**config.mk**
```make
export PLATFORM = sky130hd
export DESIGN_NAME = rng_fifo_ctrl
export DESIGN_NICKNAME = d
export VERILOG_FILES = /design/src/rtl/rng_ctrl_pkg.sv /design/src/rtl/rng_sync_fifo.sv /design/src/rtl/rng_fifo_ctrl.sv
export SDC_FILE = /design/constraint.sdc
export NUM_CORES = 1
export LEC_CHECK = 0
export BUFFER_PORTS_ARGS = -buffer_cell sky130_fd_sc_hd__buf_2
export CELL_PAD_IN_SITES_DETAIL_PLACEMENT = 0
export CELL_PAD_IN_SITES_GLOBAL_PLACEMENT = 1
export CORE_MARGIN = 3
export CORE_UTILIZATION = 40
export DETAILED_ROUTE_END_ITERATION = 12
export GPL_TIMING_DRIVEN = 0
export PLACE_DENSITY_LB_ADDON = 0.1
export SETUP_SLACK_MARGIN = 0.1
export SLEW_MARGIN = 20
export SYNTH_ARGS = -nofsm -noshare
export SYNTH_HDL_FRONTEND = slang
export SYNTH_SLANG_ARGS = --single-unit
```
**constraint.sdc**
```tcl
create_clock -name clk -period 5.6 [get_ports clk]
set_clock_uncertainty 0.2 [all_clocks]
set_input_delay 1.4 -clock clk [delete_from_list [all_inputs] [get_ports clk]]
set_output_delay 1.4 -clock clk [all_outputs]
set_load 0.01 [all_outputs]
```
**src/rtl/rng_ctrl_pkg.sv**
```systemverilog
// Shared definitions for the RNG FIFO controller: register map, STATUS layout, FSM states.
package rng_ctrl_pkg;

   localparam logic [1:0] REG_DATA   = 2'd0;
   localparam logic [1:0] REG_STATUS = 2'd1;
   localparam logic [1:0] REG_SEED   = 2'd2;
   localparam logic [1:0] REG_CTRL   = 2'd3;

   localparam int ST_EMPTY     = 16;
   localparam int ST_FULL      = 17;
   localparam int ST_UNDERFLOW = 18;
   localparam int ST_BUSY      = 19;
   localparam int ST_HEALTH    = 20;

   localparam logic [31:0] EMPTY_WORD_DEFAULT = 32'hFFFF_FFFF;

   typedef enum logic [1:0] {
      S_IDLE,
      S_REQ,
      S_WAIT,
      S_SEED
   } state_t;

endpackage

```
**src/rtl/rng_sync_fifo.sv**
```systemverilog
// Small synchronous FIFO for random words: push/pop/flush with level, empty and full.
module rng_sync_fifo #(
   parameter int DEPTH_LOG2 = 3,
   parameter int WIDTH      = 32
) (
   input  logic                  clk,
   input  logic                  resetn,
   input  logic                  push,
   input  logic                  pop,
   input  logic                  flush,
   input  logic [WIDTH-1:0]      data_in,
   output logic [WIDTH-1:0]      data_out,
   output logic [DEPTH_LOG2:0]   level,
   output logic                  empty,
   output logic                  full
);

   localparam int DEPTH = 1 << DEPTH_LOG2;
   localparam logic [DEPTH_LOG2-1:0] PTR_ONE = {{(DEPTH_LOG2-1){1'b0}}, 1'b1};
   localparam logic [DEPTH_LOG2:0]   LVL_ONE = {{DEPTH_LOG2{1'b0}}, 1'b1};

   logic [WIDTH-1:0]      mem [DEPTH];
   logic [DEPTH_LOG2-1:0] wr_ptr_reg;
   logic [DEPTH_LOG2-1:0] rd_ptr_reg;
   logic [DEPTH_LOG2:0]   level_reg;
   logic                  push_ok;
   logic                  pop_ok;

   assign empty    = (level_reg == '0);
   assign full     = level_reg[DEPTH_LOG2];
   assign level    = level_reg;
   assign push_ok  = push && !full && !flush;
   assign pop_ok   = pop && !empty && !flush;
   // Head is read straight from the array; the caller registers it on the bus side.
   assign data_out = mem[rd_ptr_reg];

   always_ff @(posedge clk) begin
      if (push_ok) begin
         mem[wr_ptr_reg] <= data_in;
      end
   end

   always_ff @(posedge clk) begin
      if (!resetn || flush) begin
         wr_ptr_reg <= '0;
         rd_ptr_reg <= '0;
         level_reg  <= '0;
      end else begin
         if (push_ok) begin
            wr_ptr_reg <= wr_ptr_reg + PTR_ONE;
         end
         if (pop_ok) begin
            rd_ptr_reg <= rd_ptr_reg + PTR_ONE;
         end
         unique case ({push_ok, pop_ok})
            2'b10:   level_reg <= level_reg + LVL_ONE;
            2'b01:   level_reg <= level_reg - LVL_ONE;
            default: level_reg <= level_reg;
         endcase
      end
   end

endmodule

```
**src/rtl/rng_fifo_ctrl.sv**
```systemverilog
// iomem-to-simplerng sequencer: prefetches random words into a FIFO and serves CPU reads.
// Optional repetition health test enabled by defining RNG_HEALTH_EN.
module rng_fifo_ctrl
   import rng_ctrl_pkg::*;
#(
   parameter logic [31:0] BASE_ADDR  = 32'h0300_1000,
   parameter int          DEPTH_LOG2 = 3,
   parameter logic [31:0] EMPTY_WORD = EMPTY_WORD_DEFAULT
) (
   input  logic        clk,
   input  logic        resetn,
   input  logic        iomem_valid,
   output logic        iomem_ready,
   input  logic [3:0]  iomem_wstrb,
   input  logic [31:0] iomem_addr,
   input  logic [31:0] iomem_wdata,
   output logic [31:0] iomem_rdata,
   output logic        rng_enable,
   output logic        rng_dat_we,
   output logic        rng_dat_re,
   output logic [31:0] rng_dat_di,
   input  logic [31:0] rng_dat_do,
   input  logic        rng_dat_wait
);

   state_t              state_reg, state_next;
   logic                ready_reg;
   logic [31:0]         rdata_reg;
   logic                run_reg;
   logic [31:0]         seed_reg;
   logic                seed_pending_reg;
   logic                underflow_reg;
   logic                health_fail_reg;

   logic                sel, is_wr, rd_sel, wr_sel, data_rd;
   logic [1:0]          reg_idx;
   logic [31:0]         status_word;
   logic [31:0]         rd_value;
   logic                capture, health_check, repeat_hit, health_set, health_trip;
   logic                fifo_push, fifo_pop, fifo_flush;
   logic [31:0]         fifo_data;
   logic [DEPTH_LOG2:0] fifo_level;
   logic                fifo_empty, fifo_full;
   logic                addr_unused;

   assign addr_unused = &{1'b0, iomem_addr[1:0]};

   assign sel     = iomem_valid && (iomem_addr[31:4] == BASE_ADDR[31:4]) && !ready_reg;
   assign is_wr   = |iomem_wstrb;
   assign reg_idx = iomem_addr[3:2];
   assign rd_sel  = sel && !is_wr;
   assign wr_sel  = sel && is_wr;
   assign data_rd = rd_sel && (reg_idx == REG_DATA);
   assign fifo_pop = data_rd && !fifo_empty;

   assign capture      = (state_reg == S_WAIT) && !rng_dat_wait;
   // A seed queued while sampling invalidates the word in flight.
   assign health_check = capture && !seed_pending_reg;
   assign health_set   = health_check && repeat_hit;
   assign fifo_push    = health_check && !repeat_hit;

`ifdef RNG_HEALTH_EN
   logic [31:0] prev_word_reg;
   logic        prev_valid_reg;
   logic [1:0]  repeat_cnt_reg;

   assign repeat_hit  = prev_valid_reg && (rng_dat_do == prev_word_reg);
   assign health_trip = health_set && (repeat_cnt_reg == 2'd3);

   always_ff @(posedge clk) begin
      if (!resetn) begin
         prev_word_reg  <= '0;
         prev_valid_reg <= 1'b0;
         repeat_cnt_reg <= '0;
      end else if (health_check) begin
         prev_word_reg  <= rng_dat_do;
         prev_valid_reg <= 1'b1;
         repeat_cnt_reg <= repeat_hit ? repeat_cnt_reg + 2'd1 : 2'd0;
      end
   end
`else
   assign repeat_hit  = 1'b0;
   assign health_trip = 1'b0;
`endif

   rng_sync_fifo #(
      .DEPTH_LOG2 (DEPTH_LOG2),
      .WIDTH      (32)
   ) u_fifo (
      .clk      (clk),
      .resetn   (resetn),
      .push     (fifo_push),
      .pop      (fifo_pop),
      .flush    (fifo_flush),
      .data_in  (rng_dat_do),
      .data_out (fifo_data),
      .level    (fifo_level),
      .empty    (fifo_empty),
      .full     (fifo_full)
   );

   always_comb begin
      status_word                 = '0;
      status_word[DEPTH_LOG2:0]   = fifo_level;
      status_word[ST_EMPTY]       = fifo_empty;
      status_word[ST_FULL]        = fifo_full;
      status_word[ST_UNDERFLOW]   = underflow_reg;
      status_word[ST_BUSY]        = (state_reg != S_IDLE);
      status_word[ST_HEALTH]      = health_fail_reg;
   end

   always_comb begin
      rd_value = '0;
      unique case (reg_idx)
         REG_DATA:   rd_value = fifo_empty ? EMPTY_WORD : fifo_data;
         REG_STATUS: rd_value = status_word;
         REG_SEED:   rd_value = '0;
         REG_CTRL:   rd_value = {31'b0, run_reg};
         default:    rd_value = '0;
      endcase
   end

   always_comb begin
      state_next = state_reg;
      rng_dat_re = 1'b0;
      rng_dat_we = 1'b0;
      fifo_flush = 1'b0;
      unique case (state_reg)
         S_IDLE: begin
            if (seed_pending_reg) begin
               state_next = S_SEED;
            end else if (run_reg && !fifo_full) begin
               state_next = S_REQ;
            end
         end
         S_REQ: begin
            rng_dat_re = 1'b1;
            state_next = S_WAIT;
         end
         S_WAIT: begin
            if (!rng_dat_wait) begin
               state_next = S_IDLE;
            end
         end
         S_SEED: begin
            rng_dat_we = 1'b1;
            fifo_flush = 1'b1;
            state_next = S_IDLE;
         end
         default: state_next = S_IDLE;
      endcase
   end

   always_ff @(posedge clk) begin
      if (!resetn) begin
         state_reg        <= S_IDLE;
         ready_reg        <= 1'b0;
         rdata_reg        <= '0;
         run_reg          <= 1'b1;
         seed_pending_reg <= 1'b0;
         underflow_reg    <= 1'b0;
         health_fail_reg  <= 1'b0;
      end else begin
         state_reg <= state_next;
         ready_reg <= sel;
         if (sel) begin
            rdata_reg <= is_wr ? 32'h0 : rd_value;
         end
         if (wr_sel && (reg_idx == REG_SEED)) begin
            seed_pending_reg <= 1'b1;
         end else if (state_reg == S_SEED) begin
            seed_pending_reg <= 1'b0;
         end
         if (data_rd && fifo_empty) begin
            underflow_reg <= 1'b1;
         end else if (wr_sel && (reg_idx == REG_STATUS) && iomem_wstrb[0]
                      && iomem_wdata[ST_UNDERFLOW]) begin
            underflow_reg <= 1'b0;
         end
         if (health_set) begin
            health_fail_reg <= 1'b1;
         end else if (wr_sel && (reg_idx == REG_STATUS) && iomem_wstrb[0]
                      && iomem_wdata[ST_HEALTH]) begin
            health_fail_reg <= 1'b0;
         end
         // A tripped health test overrides a simultaneous CTRL write.
         if (health_trip) begin
            run_reg <= 1'b0;
         end else if (wr_sel && (reg_idx == REG_CTRL) && iomem_wstrb[0]) begin
            run_reg <= iomem_wdata[0];
         end
      end
   end

   generate
      for (genvar gi = 0; gi < 4; gi++) begin : g_seed_lane
         always_ff @(posedge clk) begin
            if (!resetn) begin
               seed_reg[gi*8 +: 8] <= '0;
            end else if (wr_sel && (reg_idx == REG_SEED) && iomem_wstrb[gi]) begin
               seed_reg[gi*8 +: 8] <= iomem_wdata[gi*8 +: 8];
            end
         end
      end
   endgenerate

   assign iomem_ready = ready_reg;
   assign iomem_rdata = rdata_reg;
   assign rng_enable  = run_reg;
   assign rng_dat_di  = seed_reg;

endmodule

```
# Word-level counts from Yosys, hierarchy flattened

Memory sizes are Yosys's and may differ from the RTL's. A register that Yosys moved wholly into a read port is not among the register bits.
Index checks and enable logic that the tools add are counted.

Add/subtract/negate cells: 4
Equality and inequality tests: 11
Multiplexer cells: 18
Reduce and logical (&&, ||, !) cells: 42

Operators by type and width:

| cell                                                               | number |
|---|---|
| 32-bit one-hot mux with 4 select lines                             | 1 |
| 32-bit two-way mux                                                 | 2 |
| 28-bit by 22-bit == test with 1-bit output, second input constant  | 1 |
| 1-bit logical AND                                                  | 24 |
| 2-bit == test, second input constant                               | 5 |
| 1-bit logical NOT                                                  | 8 |
| 1-bit two-way mux                                                  | 8 |
| 2-bit one-hot mux with 4 select lines                              | 1 |
| 4-bit one-hot mux with 2 select lines                              | 1 |
| 2-bit nonzero test                                                 | 4 |
| 3-bit by 1-bit adder with 3-bit output, second input constant      | 2 |
| 2-bit by 1-bit == test with 1-bit output, second input constant    | 3 |
| 2-bit two-way mux                                                  | 3 |
| 3-bit two-way mux                                                  | 2 |
| 4-bit by 1-bit adder with 4-bit output, second input constant      | 1 |
| 2-bit logical NOT                                                  | 2 |
| 4-bit logical NOT                                                  | 1 |
| 4-bit OR reduction                                                 | 1 |
| 4-bit by 1-bit subtractor with 4-bit output, second input constant | 1 |
| 3-bit inequality test, second input constant                       | 1 |
| 2-bit inequality test, second input constant                       | 1 |
| 2-bit AND reduction                                                | 1 |
| 1-bit logical OR                                                   | 1 |

Register bits after elaboration: 80
Memory bits (writable): 256
Input bits: 104
Logic and storage cells: 89
Memories: 1

Memory list:

| memory     | depth | width | rd ports | clocked after memory_dff | write ports | line                | text |
|---|---|---|---|---|---|---|---|
| u_fifo.mem | 8     | 32    | 1        | 1                        | 1           | rng_sync_fifo.sv:22 | `logic [WIDTH-1:0] mem [DEPTH];` |

# Longest topological paths before layout

Gate-level depths: netlist (run 1).

Depth after elaboration: 10
Depth in mapped cells: 12
Gate-level depth less buffers: 11

# Modules after synthesis

Synthesis (run 1) repeated with hierarchy kept, for this count alone.

Cells, all modules: 781
Area total of the unflattened synthesis: 13568.0 um^2

By module, submodules not included:

| module        | times used | cells an instance | area each (um^2) | sequential area each (um^2) |
|---|---|---|---|---|
| rng_sync_fifo | 1          | 449               | 10460.0          | 7947.6 |
| rng_fifo_ctrl | 1          | 332               | 3108.0           | 1401.3 |

# Least setup slack after synthesis (run 1)

Ideal clock, no wire load.

Kind: in2reg
Start point: in rng_dat_wait
End point: mem u_fifo.mem[2][0] (enable)
Setup time: 0.513 ns
Arrival: 5.242 ns
Required time: 4.887 ns
Setup slack: -0.354 ns
Stages: 3
Buffers on the path: 0
Cells stage by stage: nor2_1 nand3_1 nor4b_1

Word-level cells in the longest chain between the ends: 7

RTL lines:

| item                                    | line                | text |
|---|---|---|
| start, declared                         | rng_fifo_ctrl.sv:23 | `input logic rng_dat_wait` |
| 1-bit logical NOT                       | -                   |  |
| 1-bit logical AND                       | rng_fifo_ctrl.sv:56 | `assign capture = (state_reg == S_WAIT) && !rng_dat_wait;` |
| 1-bit logical AND                       | rng_fifo_ctrl.sv:58 | `assign health_check = capture && !seed_pending_reg;` |
| 1-bit logical AND (2 in a row)          | rng_sync_fifo.sv:32 | `assign push_ok = push && !full && !flush;` |
| 1-bit two-way mux                       | rng_sync_fifo.sv:38 | `if (push_ok) begin` |
| 1-bit two-way mux (implied by the code) | rng_sync_fifo.sv:39 | `mem[wr_ptr_reg] <= data_in;` |
| end, declared                           | rng_sync_fifo.sv:22 |  |

No other way between the ends.

# Final worst setup path (run 1)

Start point: in iomem_wstrb[0]
End point: reg u_fifo.level_reg[2] (netlist: u_fifo.level[2])

Word-level cells in the longest chain between the ends: 9

RTL lines:

| item                                                                        | line                | text |
|---|---|---|
| start, declared                                                             | rng_fifo_ctrl.sv:14 | `input logic [3:0] iomem_wstrb,` |
| 4-bit OR reduction (*)                                                      | rng_fifo_ctrl.sv:49 | `assign is_wr = \|iomem_wstrb;` |
| 1-bit logical NOT (*)                                                       | rng_fifo_ctrl.sv:51 | `assign rd_sel = sel && !is_wr;` |
| 1-bit logical AND (*)                                                       | rng_fifo_ctrl.sv:51 |  |
| 1-bit logical AND (*)                                                       | rng_fifo_ctrl.sv:53 | `assign data_rd = rd_sel && (reg_idx == REG_DATA);` |
| 1-bit logical AND (*)                                                       | rng_fifo_ctrl.sv:54 | `assign fifo_pop = data_rd && !fifo_empty;` |
| 1-bit logical AND (*) (2 in a row)                                          | rng_sync_fifo.sv:33 | `assign pop_ok = pop && !empty && !flush;` |
| named net u_fifo.pop_ok                                                     | rng_sync_fifo.sv:27 | `logic pop_ok;` |
| 2-bit by 1-bit == test with 1-bit output or 2-bit == test (tied branches)   | rng_sync_fifo.sv:55 | `unique case ({push_ok, pop_ok})` |
| 4-bit one-hot mux with 2 select lines or 2-bit nonzero test (tied branches) | -                   |  |
| end signal, assigned                                                        | rng_sync_fifo.sv:56 | `2'b10: level_reg <= level_reg + LVL_ONE;` |
| end signal, assigned                                                        | rng_sync_fifo.sv:57 | `2'b01: level_reg <= level_reg - LVL_ONE;` |
| end signal, assigned                                                        | rng_sync_fifo.sv:58 | `default: level_reg <= level_reg;` |
| end, declared                                                               | rng_sync_fifo.sv:25 | `logic [DEPTH_LOG2:0] level_reg;` |

The timed path passes the listed nets; every way through them passes the cells marked *.
A chain may end at the register's enable or synchronous reset.

==> summary.md, run 1 <==
| Metric | Value |
|---|---|
| Outcome | complete, no violations |
| Final WL | 31.4 mm |
| Hold Fails Final Rpt | 0 |
| Placer Congestion | 0.737 |
| Kind of end point of the critical path | flip-flop |
| Final Total Pwr | 0.00526 W |
| H-tree Lvls | 2 |
| Root buffer cell | clkbuf_16 |
| Commonest non-fill, non-tap cell in the layout | edfxtp_1 |
| Hold Buf Count CTS | 0 |
| TritonRoute pass-1 iters | 5 |
| Area grow syn2layout | 22.5% |
| Synth Flop Type | edfxtp_1 |
| Cells after synthesis | 751 |
| ANT nets after route | 0 |
| # DRC | 0 |
| Setup bufs post-CTS | 0 |
| Initial Util | 41.3% |
| Total Routing Usage GR | 17.8% |
| Die H | approximately 190 um |
| MaxCap Viol Count | 0 |
| Relative slew slack | 34.8% |
| Clk_lat worst skew | roughly 520 ps |
| Detail Placement HPWL | about 22 mm |
| Slew @ Worst Pin | 969 ps |
| TritonCTS clock tree | built |
| Iter 0 DRT Violations | 381 |
| Sequential-to-total area share from yosys stat | between 70 and 80% |
| Setup CP Type | primary input to flip-flop |
| Initial antenna violation count | 3 |
| Vias per std cell | 5.16 |
| Fraction of layout instances using a drive strength above 1 | 36.9% |
| Synthesized area | ~13000 um2 |
| Clock Tree Buf Depth | 3 |
| Synthesized Nets | 860 |
| Hold WC Path Type | flip-flop to flip-flop |
| Library cells used by synthesis | 51 |
| Crit-path cells | buf_2 > nor4_1 > nand4_1 > nor2_1 > ha_1 > xor2_1 > ha_1 > a21oi_1 > xor2_1 > or3_1 > a21oi_1 |
| Rows | 65 |
| Drt wl/cell | around 22 um |
| Pwr Density | 325 nW/um2 |
| Fillcell total | 2768 |
| Synth warn | 0 |
| Flops & latches, synth | 339 |
| Fin area | 16200 um2 |
| Nets@finish | around 1100 |
| CP max-delay cell | nor4_1 |
| Placed inst area | about 15000 um2 |
| Leakage power | 5.67 nW |
| Crit path required time | 5840 ps |
| Total congestion overflow | 0 |
| Pin count of the biggest net entering global routing | 19 |
| RSZ-0062 raised after global routing | no |
| Worst-path clk slew | 60 ps |
| Number of synthesized flops with an enable pin | about 260 |
| First-pass GRT wire length | around 48 mm |
| I/O Pins | 172 |
| Endpoints failing setup | 0 |
| Total CTS buffers | 38 |
| Worst Setup Start Kind | primary input |
| Reg with most FFs | u_fifo.mem |
| Total die area | 35300 um2 |
| CP max FO | 6 |
| Cts repair resizes | 0 |
| Slowest stage delay, CP | just under 600 ps |
| Max reg flops | 256 |
| Most frequent cells in the layout | edfxtp_1 (256), buf_2 (180), nand2_1 (91), dfxtp_1 (83), mux4_2 (64) |
| Period minus WS final | 3740 ps |
| Max rail drop VDD | 218 uV |
| Post-synth ARST share | 0% |
| Core area | 32000 um2 |
| Crit share post-route | 66.8% |
| I/O Buffers | 168 |
| Die Wd | 188 um |
| N_diodes | 0 |
| Synthesized area per cell | 17.6 um2 |
| Via count | 7495 |
| Final Max Tran Viols | 0 |
| Fmax | 0.267 GHz |
| WP data arrival | ~4000 ps |
| # clock sinks | between 300 and 400 |
| Number of global-route vias before repair | 7745 |
-- Yosys cell counts (all sizes together), types with 2 or more instances --
library cell  instances  share of area, %
nor3                 10              0.72
or3                   2             0.095
or2                   2             0.095
nand2                91               2.6
o31ai                 3              0.17
mux2i                43               3.3
nor4b                 5              0.78
nor2b                 3              0.14
nor4                 10              0.81
edfxtp              256                58
ha                    5              0.47
nand4                 7              0.56
buf                  23              0.99
nor2                 16              0.45
o21ai                 2             0.076
dfxtp                83                13
inv                   6              0.17
a21oi                 7              0.26
o22ai                27               1.3
mux4                 64                11
a32o                  5              0.38
o2bb2ai              24               2.5
and4                  2              0.13
clkbuf               20              0.57
or4                   4              0.23
nand2b                4              0.19
xor2                  5              0.33
nand3                 6              0.23
and2                  2             0.095
-- worst max-delay path, delay by kind of cell --
kind / cells / cell delay (ps)
adders and majority gates: 2 / 460
and+or+nand+nor: 4 / 1470
buffers and inverters: 1 / 130
xor gates and xnor gates: 2 / 330
AOI/OAI and AO/OA: 2 / 190
-- cell families after synthesis --
logic type / after synthesis / share of synthesized area (%)
and+or+nand+nor: 167 / 7.28
adders and majority gates: 5 / 0.473
AOI/OAI and AO/OA: 79 / 5.39
xor gates and xnor gates: 5 / 0.331
DFF: 339 / 70.7
muxes: 107 / 14.1
buffers and inverters: 49 / 1.73
-- through the flow --
step | cells | worst slack (ps) | hold slack, ps | setup TNS (ps) | util (%)
floorplan | 751 | 773 | 241 | 0 | -
global placement | 1354 | -2170 | 240 | -319270 | 45.7
detailed placement | 1383 | 1310 | 246 | 0 | 46.8
CTS | 1453 | 1850 | 255 | 0 | 50.6
global route | 1453 | 1600 | 270 | 0 | 50.6
finish | 1453 | 1860 | 252 | 0 | 50.6
-- power by group --
part | total, W | switching [W] | internal (W)
registers | 0.00271 | 0.00000494 | 0.00271
logic | 0.000151 | 0.0000960 | 0.0000548
clock network | 0.00240 | 0.000967 | 0.00143
-- metal layers --
metal | wire length [um] | vias up | GRT usage (%)
met4 | 388 | 6 | 2.97
met2 | 14800 | 218 | 28.9
met5 | 29 | - | 0
met3 | 2010 | 36 | 4.37
met1 | 14100 | 3752 | 24.8
li1 | - | 3483 | -
-- final timing paths --
path	startpoint	endpoint	slack, ps	depth (start not counted)
worst max-delay path	iomem_wstrb[0]	u_fifo.level[2]$_SDFFE_PP0P_	1860	11
worst min-delay path	rng_dat_di[16]$_SDFFE_PN0P_	rng_dat_di[16]$_SDFFE_PN0P_	250	2
worst max register to register	u_fifo.level[2]$_SDFFE_PP0P_	u_fifo.level[2]$_SDFFE_PP0P_	2470	12
worst min register to register	rng_dat_di[16]$_SDFFE_PN0P_	rng_dat_di[16]$_SDFFE_PN0P_	250	2
-- layout make-up --
| class | instances | area, um2 | share of cell area [%] |
|---|---|---|---|
| sequential | 339 | 9350 | 57.7 |
| multi-input combinational | 363 | 3720 | 22.9 |
| buffer | 43 | 206 | 1.27 |
| clock buffer | 53 | 1070 | 6.59 |
| inverter | 6 | 22.5 | 0.139 |
| timing repair buffer | 197 | 1150 | 7.08 |
| tap | 435 | 544 | 3.36 |
| clock inverter | 17 | 154 | 0.949 |
Note: power is estimated with default switching activity, not from simulation.
==> inputs of run 2 (changes only) <==
- ABC_AREA: unset -> 1
- clock period: 5.6 -> 3.2 ns (I/O delays scaled with it)
==> run 2 against run 1 <==
Worst hold slack better by 7.4 ps. First-iteration DRC count up 95%. Cell count is 42% higher. Core utilization decreased by 0.90 points. Area after synthesis is 4.3% higher. Die area rose by 4.1%. Non-clock buffer count increased by 17. Synthesized cell count increased by 80%. Critical path depth decreased by 3. Power up 76%. Register-to-register slack got worse by 2000 ps. Clock power up 73%.
==> summary.md, run 2 <==
| Metric | Value |
|---|---|
| Crit share post-route | between 80% and 90% |
| Crit-path cells | inv_1 > nor2_1 > and3_1 > nand2_1 > nor3_2 > buf_4 > buf_4 > buf_4 |
| Yosys top cell area share | 55.7% |
| Rows | between 60 and 70 |
| RSZ-0062 raised after global routing | no |
| Top Usage Layer GRT | met2 |
| Number of synthesized flops with an enable pin | between 200 and 300 |
| Fmax | roughly 0.36 GHz |
| Hold WC Path Type | flip-flop to flip-flop |
| Sequential-to-total area share from yosys stat | 67.8% |
| Post-synthesis adder-cell area fraction | 0.453% |
| Fin Hold WS | ~260 ps |
| I/O Buffers | 168 |
| Slew @ Worst Pin | 954 ps |
| Reg with most FFs | u_fifo.mem |
| Synth area leader | edfxtp_1 |
| Grt met2 use | 35.7% |
| Total CTS buffers | 38 |
| RR Endpoint | u_fifo.mem[4][13]$_DFFE_PP_ |
| Synth warn | 0 |
| Grt met1 use | 29.9% |
| CP max-delay cell | nor3_2 |
| Synth cell count leaders | nand2_1 (326), edfxtp_1 (256), nor2_1 (193) |
| Top-count cell post-synth | nand2_1 |
| MaxCap Viol Count | 0 |
| Flops & latches, synth | 339 |
| Synthesized area | 13800 um2 |
| Initial Util | 40.8% |
| Synth Flop Type | edfxtp_1 |
| Via count | 10500 |
| Pwr Density | 551 nW/um2 |
| Synthesized Nets | roughly 1500 |
| Clock Tree Buf Depth | 3 |
| HP Start | iomem_rdata[31]$_SDFFE_PN0N_ |
| Fin area | 16800 um2 |
| # clock sinks | 339 |
| Total die area | 36800 um2 |
| Hold Fails Final Rpt | 0 |
| Largest cells by area after synthesis | edfxtp_1 (56%), dfxtp_1 (12%), nand2_1 (8.9%) |
| Number of global-route vias before repair | 10000 |
| Period minus WS final | 2750 ps |
| Final Max Tran Viols | 0 |
| Crit path required time | between 3000 and 4000 ps |
| Max rail drop VDD | 405 uV |
| Drt wl/cell | about 20 um |
| Fraction of layout instances using a drive strength above 1 | 17.5% |
| Pin count of the biggest net entering global routing | 21 |
| Total Routing Usage GR | between 20 and 25% |
| Fillcell total | approximately 3200 |
| Iter 0 DRT Violations | 744 |
| Final WL | 40.4 mm |
| Kind of end point of the critical path | flip-flop |
| Worst-path clk slew | 60 ps |
| Worst path bufs/invs | 4 |
| Synth Area in Simple Gates | 20.6% |
| Area grow syn2layout | 21.7% |
| Hold endpoint | iomem_rdata[31]$_SDFFE_PN0N_ |
| Hold Buf Count CTS | 0 |
| TritonCTS clock tree | built |
| # DRC | 0 |
| Relative slew slack | 36.4% |
| Largest family of logic cells by synthesized area | simple AND/OR/NAND/NOR gates |
| Slowest stage delay, CP | ~570 ps |
| Total congestion overflow | 0 |
| Core area | 33800 um2 |
| Crit path max-delay family | simple AND/OR/NAND/NOR gates |
| Grt met3 use | 3.50% |
| Worst reg2reg startpoint | state_reg[1]$_SDFFE_PN0P_ |
| Worst Setup Start Kind | flip-flop |
| Multiplexer share of the synthesized area | 0% |
| CP max FO | 8 |
| TritonRoute pass-1 iters | 5 |
| Commonest non-fill, non-tap cell in the layout | nand2_1 |
| Cells after synthesis | approximately 1300 |
| Hold Path Depth | 2 |
| Leakage power | 6.49 nW |
| Placed inst area | 15500 um2 |
| Endpoints failing setup | 0 |
| ANT nets after route | 0 |
| Max reg flops | approximately 260 |
| Outcome | complete, no violations |
| Post-Synth XOR/XNOR Area | 0.254% |
| Dpl ws | -598 ps |
| First-pass GRT wire length | 60.0 mm |
| Worst reg2reg setup slack | 450 ps |
| Detail Placement HPWL | about 27 mm |
| Clk_lat worst skew | 530 ps |
| Nets@finish | 1688 |
| Post-synthesis compound-gate area fraction | 6.29% |
| Vias per std cell | slightly above 5 |
| Die Wd | roughly 190 um |
| Most used cell, CP | buf_4 |
| WP data arrival | 2780 ps |
| Library cells used by synthesis | 33 |
| Synthesized area per cell | 10.2 um2 |
| Setup CP Type | flip-flop to flip-flop |
| Most frequent cells in the layout | nand2_1 (326), edfxtp_1 (256), nor2_1 (187), buf_2 (179), nand3_1 (134) |
| Initial antenna violation count | 2 |
| Root buffer cell | clkbuf_16 |
| H-tree Lvls | 2 |
| Reg2Reg Depth | 8 |
| I/O Pins | 172 |
| PnR worst setup slack | 447 ps |
| Die H | 192 um |
| Placer Congestion | roughly 0.75 |
| Post-synth ARST share | 0% |
==> run 2: changes by cell type after synthesis, sizes merged, moves of 64 or more <==
| cell | before | now |
|---|---|---|
| inv | 6 | 86 |
| mux4 | 64 | 0 |
| nand2 | 91 | 327 |
| nand3 | 6 | 137 |
| nor2 | 16 | 196 |
| o21ai | 2 | 75 |
==> run 2: cell families after synthesis <==
| family | count (synthesis) |
|---|---|
| fa+ha+maj | 5 |
| compound gates | 163 |
| flops | 339 |
| xor+xnor | 4 |
| simple gates | 683 |
| buf+inv | 155 |
==> run 2: metal layers <==
layer,share of wire (%),vias to the layer above
li1,-,5052
met1,45,4989
met2,46,340
met3,7.1,71
met4,2.7,0
met5,0,-
==> run 2: cell type report <==
cell class	instances	area (um2)	area share [%]
multi-input combinational	855	3890	23.2
clock buffer	59	1100	6.56
sequential	339	9350	55.7
antenna	3	7.51	0.0447
buffer	67	314	1.87
clock inverter	11	100	0.596
timing repair buffer	190	1130	6.75
inverter	88	330	1.97
tap	448	561	3.34
==> run 2: timing repair <==
action                                  4_1_cts  5_1_grt
pin swaps                                     0        1
buffers inserted                              0        2
endpoints found under the setup margin        2        2
gates cloned                                  0        0
resized for setup                             2        4
==> run 2: tightest hold or removal path: cells and delay by family (launching register included) <==
kind	cells	cell delay (ps)
AO/OA/AOI/OAI	1	50
flip-flops	1	300
AND/OR/NAND/NOR	1	60
==> run 2: power breakdown <==
| part | internal (W) | switching (W) |
|---|---|---|
| clock network | 0.00246 | 0.00170 |
| logic | 0.000104 | 0.000215 |
| registers | 0.00475 | 0.0000109 |
| total | 0.00731 | 0.00193 |
==> run 2: worst max path at each step <==
stage,depth (start not counted),slack (ps),end,startpoint
2_1_floorplan,4,-850,u_fifo.mem[4][0]$_DFFE_PP_,rng_dat_wait
6_report,8,450,u_fifo.mem[4][13]$_DFFE_PP_,state_reg[1]$_SDFFE_PN0P_
4_1_cts,15,130,u_fifo.level[2]$_SDFFE_PP0P_,u_fifo.level[1]$_SDFFE_PP0P_
3_3_place_gp,5,-3520,u_fifo.mem[4][11]$_DFFE_PP_,rng_dat_wait
5_1_grt,17,150,u_fifo.level[2]$_SDFFE_PP0P_,iomem_addr[7]
3_5_place_dp,15,-600,u_fifo.level[2]$_SDFFE_PP0P_,iomem_addr[3]
==> run 2: through the flow <==
stage          std cells  total power [W]  utilization (%)  setup TNS, ps
3_3_place_gp        1965          0.00516             45.1        -437260
6_report            2060          0.00924             49.7              0
5_1_grt             2059          0.00955             49.7              0
3_5_place_dp        1985          0.00517             46.0          -1980
2_1_floorplan       1349          0.00499                -         -54460
4_1_cts             2055          0.00933             49.6              0
